$ cat src/rtl/fa_serial_pkg.sv
// Shared types and sizing helpers for the digit-serial adder.
// The optional signed-overflow output is enabled with FA_SERIAL_OVF_EN.
package fa_serial_pkg;

    typedef enum logic [1:0] {
        IDLE = 2'd0,
        RUN  = 2'd1,
        DONE = 2'd2
    } state_t;

    // Number of RUN cycles per operation; guarded so a bad DIGIT reaches the
    // elaboration check instead of a divide-by-zero.
    function automatic int cycles(input int width, input int digit);
        return (digit > 0) ? (width / digit) : 1;
    endfunction

    // Counter must hold CYCLES itself so it never wraps inside an operation.
    function automatic int cnt_width(input int n_cycles);
        return (n_cycles < 1) ? 1 : $clog2(n_cycles + 1);
    endfunction

endpackage

$ cat src/rtl/fa_digit.sv
// One digit slice of the serial adder: a combinational ripple of DIGIT
// full-adder cells, also exposing the carry into the top bit for overflow.
module fa_digit #(
    parameter int DIGIT = 4
) (
    input  logic [DIGIT-1:0] a,
    input  logic [DIGIT-1:0] b,
    input  logic             ci,
    output logic [DIGIT-1:0] sum,
    output logic             co,
    output logic             c_msb
);

    logic [DIGIT:0] c;

    assign c[0] = ci;

    for (genvar i = 0; i < DIGIT; i++) begin : g_fa_x1
        assign sum[i]   = a[i] ^ b[i] ^ c[i];
        assign c[i+1]   = (a[i] & b[i]) | (c[i] & (a[i] ^ b[i]));
    end

    assign co    = c[DIGIT];
    assign c_msb = c[DIGIT-1];

endmodule

$ cat src/rtl/fa_serial_adder.sv
// Digit-serial adder: WIDTH-bit a + b + ci over WIDTH/DIGIT cycles with
// valid/ready handshakes. Define FA_SERIAL_OVF_EN to add the ovf output.
module fa_serial_adder
    import fa_serial_pkg::*;
#(
    parameter int WIDTH = 16,
    parameter int DIGIT = 4
) (
    input  logic             clk,
    input  logic             rst_n,
    input  logic             in_valid,
    output logic             in_ready,
    input  logic [WIDTH-1:0] a,
    input  logic [WIDTH-1:0] b,
    input  logic             ci,
    output logic             out_valid,
    input  logic             out_ready,
    output logic [WIDTH-1:0] sum,
    output logic             co
`ifdef FA_SERIAL_OVF_EN
    ,
    output logic             ovf
`endif
);

    localparam int CYCLES = cycles(WIDTH, DIGIT);
    localparam int CNT_W  = cnt_width(CYCLES);
    localparam logic [CNT_W-1:0] LAST = CNT_W'(CYCLES - 1);

    if (DIGIT < 1 || DIGIT > WIDTH || (WIDTH % DIGIT) != 0) begin : g_bad_params
        $error("fa_serial_adder: DIGIT must divide WIDTH and satisfy 1 <= DIGIT <= WIDTH");
    end

    state_t           state;
    state_t           next_state;
    logic [WIDTH-1:0] sa;
    logic [WIDTH-1:0] sb;
    logic             carry;
    logic [CNT_W-1:0] cnt;
    logic [DIGIT-1:0] d_sum;
    logic             d_co;
    logic             d_cmsb;
    logic             last_step;
    logic [WIDTH-1:0] sum_shift;

    fa_digit #(.DIGIT(DIGIT)) u_digit (
        .a     (sa[DIGIT-1:0]),
        .b     (sb[DIGIT-1:0]),
        .ci    (carry),
        .sum   (d_sum),
        .co    (d_co),
        .c_msb (d_cmsb)
    );

    assign last_step = (state == RUN) && (cnt == LAST);
    assign in_ready  = (state == IDLE);

    // Each new digit enters at the MSB end; after CYCLES steps the first
    // digit has reached bit 0. Works unchanged when DIGIT == WIDTH.
    assign sum_shift = (sum >> DIGIT) | (WIDTH'(d_sum) << (WIDTH - DIGIT));

    // NOTE: next_state gets a default before the case so no path leaves it
    // unassigned, which would otherwise infer a latch.
    always_comb begin
        next_state = state;
        case (state)
            IDLE:    if (in_valid)  next_state = RUN;
            RUN:     if (cnt == LAST) next_state = DONE;
            DONE:    if (out_ready) next_state = IDLE;
            default: next_state = IDLE;
        endcase
    end

    // NOTE: sequential state uses non-blocking assignments so every register
    // samples pre-edge values regardless of statement order.
    always_ff @(posedge clk or negedge rst_n) begin
        if (!rst_n) begin
            state <= IDLE;
        end else begin
            state <= next_state;
        end
    end

    always_ff @(posedge clk or negedge rst_n) begin
        if (!rst_n) begin
            sa        <= '0;
            sb        <= '0;
            carry     <= 1'b0;
            cnt       <= '0;
            sum       <= '0;
            co        <= 1'b0;
            out_valid <= 1'b0;
        end else begin
            case (state)
                IDLE: begin
                    if (in_valid) begin
                        sa    <= a;
                        sb    <= b;
                        carry <= ci;
                        cnt   <= '0;
                    end
                end
                RUN: begin
                    sa    <= sa >> DIGIT;
                    sb    <= sb >> DIGIT;
                    sum   <= sum_shift;
                    carry <= d_co;
                    cnt   <= cnt + CNT_W'(1);
                    if (last_step) begin
                        co        <= d_co;
                        out_valid <= 1'b1;
                    end
                end
                DONE: begin
                    if (out_ready) out_valid <= 1'b0;
                end
                default: begin
                    out_valid <= 1'b0;
                end
            endcase
        end
    end

`ifdef FA_SERIAL_OVF_EN
    // Signed overflow: carry into the sign bit differs from carry out of it.
    always_ff @(posedge clk or negedge rst_n) begin
        if (!rst_n) begin
            ovf <= 1'b0;
        end else if (last_step) begin
            ovf <= d_cmsb ^ d_co;
        end
    end
`else
    logic unused_cmsb;
    assign unused_cmsb = d_cmsb;
`endif

endmodule

$ cat config.mk
export PLATFORM = sky130hd
export DESIGN_NAME = fa_serial_adder
export DESIGN_NICKNAME = d
export VERILOG_FILES = /design/src/rtl/fa_serial_pkg.sv /design/src/rtl/fa_digit.sv /design/src/rtl/fa_serial_adder.sv
export SDC_FILE = /design/constraint.sdc
export NUM_CORES = 1
export LEC_CHECK = 0
export CAP_MARGIN = 10
export CORE_AREA = 2 2 98 100
export CTS_CLUSTER_DIAMETER = 60
export DETAILED_ROUTE_END_ITERATION = 8
export DIE_AREA = 0 0 100 102
export SLEW_MARGIN = 20
export SYNTH_ARGS = -nofsm -noshare
export SYNTH_HDL_FRONTEND = slang
export SYNTH_HIERARCHICAL = 1
export SYNTH_SLANG_ARGS = --single-unit
$ cat constraint.sdc
create_clock -name clk -period 3.7 [get_ports clk]
set_input_delay 0.74 -clock clk [delete_from_list [all_inputs] [get_ports clk]]
set_output_delay 0.74 -clock clk [all_outputs]
set_load 0.02 [all_outputs]
Word-level counts from Yosys, hierarchy flattened
Cells that the tools add are included.

storage, ports and cells
  register bits after elaboration = 56

operators by class
  multiplexer cells = 15
  $add $sub $neg = 1
  equality and inequality tests = 7
  bitwise operators = 22
  reductions and logical operators = 7

operators by type and width
  operator                                                count
  case mux 16 bit (2 select lines)                        2
  2-to-1 mux 16 bit                                       2
  bitwise OR 12 x 16 -> 16 bit                            1
  AND 1 bit                                               8
  bitwise XOR 1 bit                                       8
  2-to-1 mux 2 bit                                        3
  inequality test 2 bit (second input constant)           3
  case mux 2 bit (3 select lines)                         1
  case mux 3 bit (2 select lines)                         1
  AND reduction 3 bit                                     2
  bitwise OR 1 bit                                        4
  AND reduction 2 bit                                     2
  adder 3 x 1 -> 3 bit (second input constant)            1
  equality test 3 x 2 -> 1 bit (second input constant)    1
  2-to-1 mux 1 bit                                        3
  2-to-1 mux 3 bit                                        1
  case mux 1 bit (3 select lines)                         1
  equality test 2 x 1 -> 1 bit (second input constant)    1
  equality test 2 bit (second input constant)             1
  zero test 2 bit                                         1
  inequality test 2 x 1 -> 1 bit (second input constant)  1
  case mux 1 bit (2 select lines)                         1
  nonzero test 2 bit                                      1
  logical AND 1 bit                                       1
  inverter 1 bit                                          1

Logic depth before layout (Yosys ltp)
  word-level depth = 10
  depth in mapped cells = 8

By module
Netlist, hierarchy kept.

modules (own cells, without submodules)
  module           area an instance (sq um)  seq. area each (sq um)  times used  cells an instance
  fa_serial_adder  2558.7                    1401.3                  1           269
  fa_digit         110.1                     0.0                     1           12

Worst setup path after synthesis
No wires, ideal clock.

  kind = register -> register
  from = reg sa[0]
  to = reg sum[15]
  setup time = 116 ps
  arrival = 1877 ps
  setup slack = 1707 ps
  required time = 3584 ps
  stages on the path, launching flop included = 9
  cell sequence = dfrtp_1 fa_1 inv_1 fa_1 fa_1 inv_1 fa_1 nand2_1 nand2_1

between the ends
  word-level cells in the longest chain between the ends = 9
  elaborated cells between the ends (all ways) = 10
  those cells by class = bitwise (10)

ends and longest elaborated chain
  what                            RTL line                source
  start, declared                 fa_serial_adder.sv:36   logic [WIDTH-1:0] sa;
  start signal, assigned          fa_serial_adder.sv:104  sa <= sa >> DIGIT;
  bitwise XOR 1 bit               fa_digit.sv:20          assign c[i+1] = (a[i] & b[i]) | (c[i] & (a[i] ^ b[i]));
  AND 1 bit                       fa_digit.sv:20
  bitwise OR 1 bit *              fa_digit.sv:20
  AND 1 bit *                     fa_digit.sv:20
  bitwise OR 1 bit *              fa_digit.sv:20
  AND 1 bit *                     fa_digit.sv:20
  bitwise OR 1 bit *              fa_digit.sv:20
  net d_cmsb                      fa_serial_adder.sv:42   logic d_cmsb;
  bitwise XOR 1 bit *             fa_digit.sv:19          assign sum[i] = a[i] ^ b[i] ^ c[i];
  net d_sum[3]                    fa_serial_adder.sv:40   logic [DIGIT-1:0] d_sum;
  bitwise OR 12 x 16 -> 16 bit *  fa_serial_adder.sv:60   assign sum_shift = (sum >> DIGIT) | (WIDTH'(d_sum) << (WIDTH - DIGIT));
  end signal, assigned            fa_serial_adder.sv:106  sum <= sum_shift;
  end, declared                   fa_serial_adder.sv:18   output logic [WIDTH-1:0] sum,

The timed path passes the listed nets; every way through them passes the cells marked *.
A chain may end at the register's enable or synchronous reset.

Final worst setup path
  from = reg state[1]
  to = out in_ready

between the ends
  word-level cells in the longest chain between the ends = 1

ends and longest elaborated chain
  what                    RTL line               source
  start, declared         fa_serial_adder.sv:34  state_t state;
  start signal, assigned  fa_serial_adder.sv:80  state <= next_state;
  zero test 2 bit         fa_serial_adder.sv:56  assign in_ready = (state == IDLE);
  end, declared           fa_serial_adder.sv:12  output logic in_ready,

No other way between the ends.

==> metrics.txt <==
FF-to-FF setup slack 1.58 ns; final worst-path cycle share 65.7%; die height 102 um; Cell Chain, Critical Path nor2_1 -> clkdlybuf4s50_1; TritonCTS clock tree done; Fin Setup TNS 0 ns; Placed Area 3250 um2; Crit. Startpoint state[1]; Setup violations, final 0; Num CTS Buffers 5; GPL Wtd Cong 0.770; Max clock buf depth 2; Synth area leaders dfrtp_1, nand2_1, nor3_1; dpl hpwl 4220 um; pwr dens 855 nW/um2; post-CTS resize count 0; Rel. slew slack 37.6%; Synth Warn # 6; Slowest cell on crit path clkdlybuf4s50_1; RR Startpoint sa[0]; CP endpoint kind output port; vias in the first global route 1897; DRC errors left 0; slew of the pin with the lowest slew margin 0.936 ns; Post-Synth XOR/XNOR Area 0%; reg2reg path depth 8; area of the core 9110 um2; initial DRC count 89; sw frac 42.5%; final WL 6150 um; post-CTS setup buffers 0; global route overflow 0; critical path class flop to output port; sequential share of the synthesized area 52.5%; Hold Path Class flop to flop; Power Total 2.87 mW; status completed; fin area 3360 um2; # diodes 0; skew final 0.0145 ns; via count 2166; IO Count 56; worst hold slack 0.494 ns; Reg clk slew, reported paths 0.11 ns; CP required 2.96 ns; multiplexer area fraction after synthesis 0.563%; Avg Cell Area, Syn 9.50 um2; crit path to in_ready; startpoint type of the worst setup path flop; Post-Synth Adder-Cell Area 3.94%; CP peak stage delay 0.63 ns; Compound-Gate Fraction of Synth Area 16.5%; post-DR wirelength/cell 14.1 um; P_leak 1.42 nW; CTS sink cnt 56; WP data arrival 1.69 ns; area grow syn2layout 25.7%; remaining antenna violation count 0; initial antenna violation count 0; Clock Tree Root clkbuf_8; max cap viols 0; clk_lat worst skew 0.31 ns; Final nets 367; share of layout cells above drive strength 1 8.00%; Avg Vias per Cell 4.97; post-layout util 36.8%; share of the synthesized area in the top cell type 52.5%; Net Sw Power 1.22 mW; Slew Viols, Final 0; H-tree Lvls 2; worst r2r dst sum[15]; register bit total from synthesis 56; drt pass-1 iters 4; sequential power share 39.8%; mapped cell area 2670 um2; row cnt 35; Die ar. 10200 um2; gr usage total 12.3%; Clk pwr share 12.8%; Comb pwr share 47.5%; Fin. Hold Viols 0; Critical Path Stages 2; peak supply drop 0.000382 V; RSZ-0062 raised after global routing false; cell taking the most area after synthesis dfrtp_1; main combinational cell family by area after synthesis simple AND/OR/NAND/NOR gates; Synth Area in Simple Gates 19.6%; max frequency 411 MHz; hold buffer count at CTS 0; Synth cell types 24; port bufs 55; syn nets 324; internal power 1.65 mW; Buf+Inv Stages, Crit Path 1; CP Max Fanout 19; Die X 100 um; CP top delay family buffers and inverters; Mapped Cells 281; Final min period 2.43 ns; Starting Density 29.3%; largest net degree at the start of global routing 56; first-pass GRT wire length 9880 um
tightest hold or removal path: cells and delay by family (launching register included):
kind          cells  cell delay [ns]
flops             1             0.36
simple gates      2             0.10
cell families after synthesis:
| group | after synthesis |
|---|---|
| AND/OR/NAND/NOR | 121 |
| AO/OA/AOI/OAI | 62 |
| flip-flops | 56 |
| buffers and inverters | 35 |
| adder cells (fa/ha/maj) | 6 |
| multiplexers | 1 |
cells in the final DEF (no fill, tap or decap), types with 2 or more instances in the layout:
cell type        instances
nand2_1                 59
dfrtp_1                 55
clkdlybuf4s50_1         54
nor3_1                  39
o22ai_1                 25
nor2_1                  15
o21ai_0                 12
o21ai_1                 10
inv_1                    9
o32ai_2                  7
clkbuf_8                 6
buf_4                    6
o32ai_1                  5
nand2b_1                 4
fa_1                     4
nor2b_1                  2
a21oi_1                  2
ha_1                     2
power groups by stage:
stage	logic, mW	clock network, mW	registers, mW
global route	1.54	0.408	1.18
floorplan	0.923	0	1.19
detailed placement	1.38	0	1.16
finish	1.36	0.367	1.14
CTS	1.38	0.382	1.14
global placement	1.36	0	1.15
stage by stage:
step           instances  setup WS, ns
5_1_grt              436          1.12
4_1_cts              436          1.25
6_report             436          1.27
3_3_place_gp         428          1.22
3_5_place_dp         428          1.21
2_1_floorplan        281          1.71
worst min path at each step:
stage                       from     end  slack, ns  depth (start not counted)
final                     sum[2]  sum[2]       0.49                          2
after floorplan            rst_n   carry       0.44                          0
after CTS                 sum[3]  sum[3]       0.50                          2
after detailed placement  sum[3]  sum[3]       0.47                          2
after global routing      sum[1]  sum[1]       0.52                          2
after global placement    sum[1]  sum[1]       0.46                          2
final cells by class:
cell class,instances,area (um2)
clock buffers,6,82.6
clock inverters,2,18.8
fillers,910,5750
inverters,10,37.5
multi-input cells,190,1080
flip-flops and latches,56,1400
well taps,111,139
repair buffers,61,591
synthesized netlist by cell type:
master and number:
nand2_2 1, mux2_4 1, inv_1 9, o21ai_1 10, fa_1 4, o32ai_2 7, ha_1 2, nor2_1 15
buf_2 11, nor3_1 39, o22ai_1 25, nor2b_1 2, inv_2 1, clkbuf_1 6, nand2b_1 4, o31ai_1 1
o32ai_1 5, or2_1 1, a21oi_1 2, buf_4 6, buf_6 2, o21ai_0 12, nand2_1 59, dfrtp_1 56
routing by layer:
layer / up-vias / wire, um / track usage [%]
met4: 0 / 53 / 3.16
met3: 5 / 374 / 2.80
met5: - / 0 / 0
met1: 1035 / 2930 / 18.3
li1: 1057 / - / -
met2: 69 / 2790 / 18.0
registers in the layout, summed over array words and instances (netlist names):
name	flops
sa	16
sb	16
sum	16
cnt	3
state	2
carry	1
co	1
out_valid	1
Power figures use the tool's default switching activity.
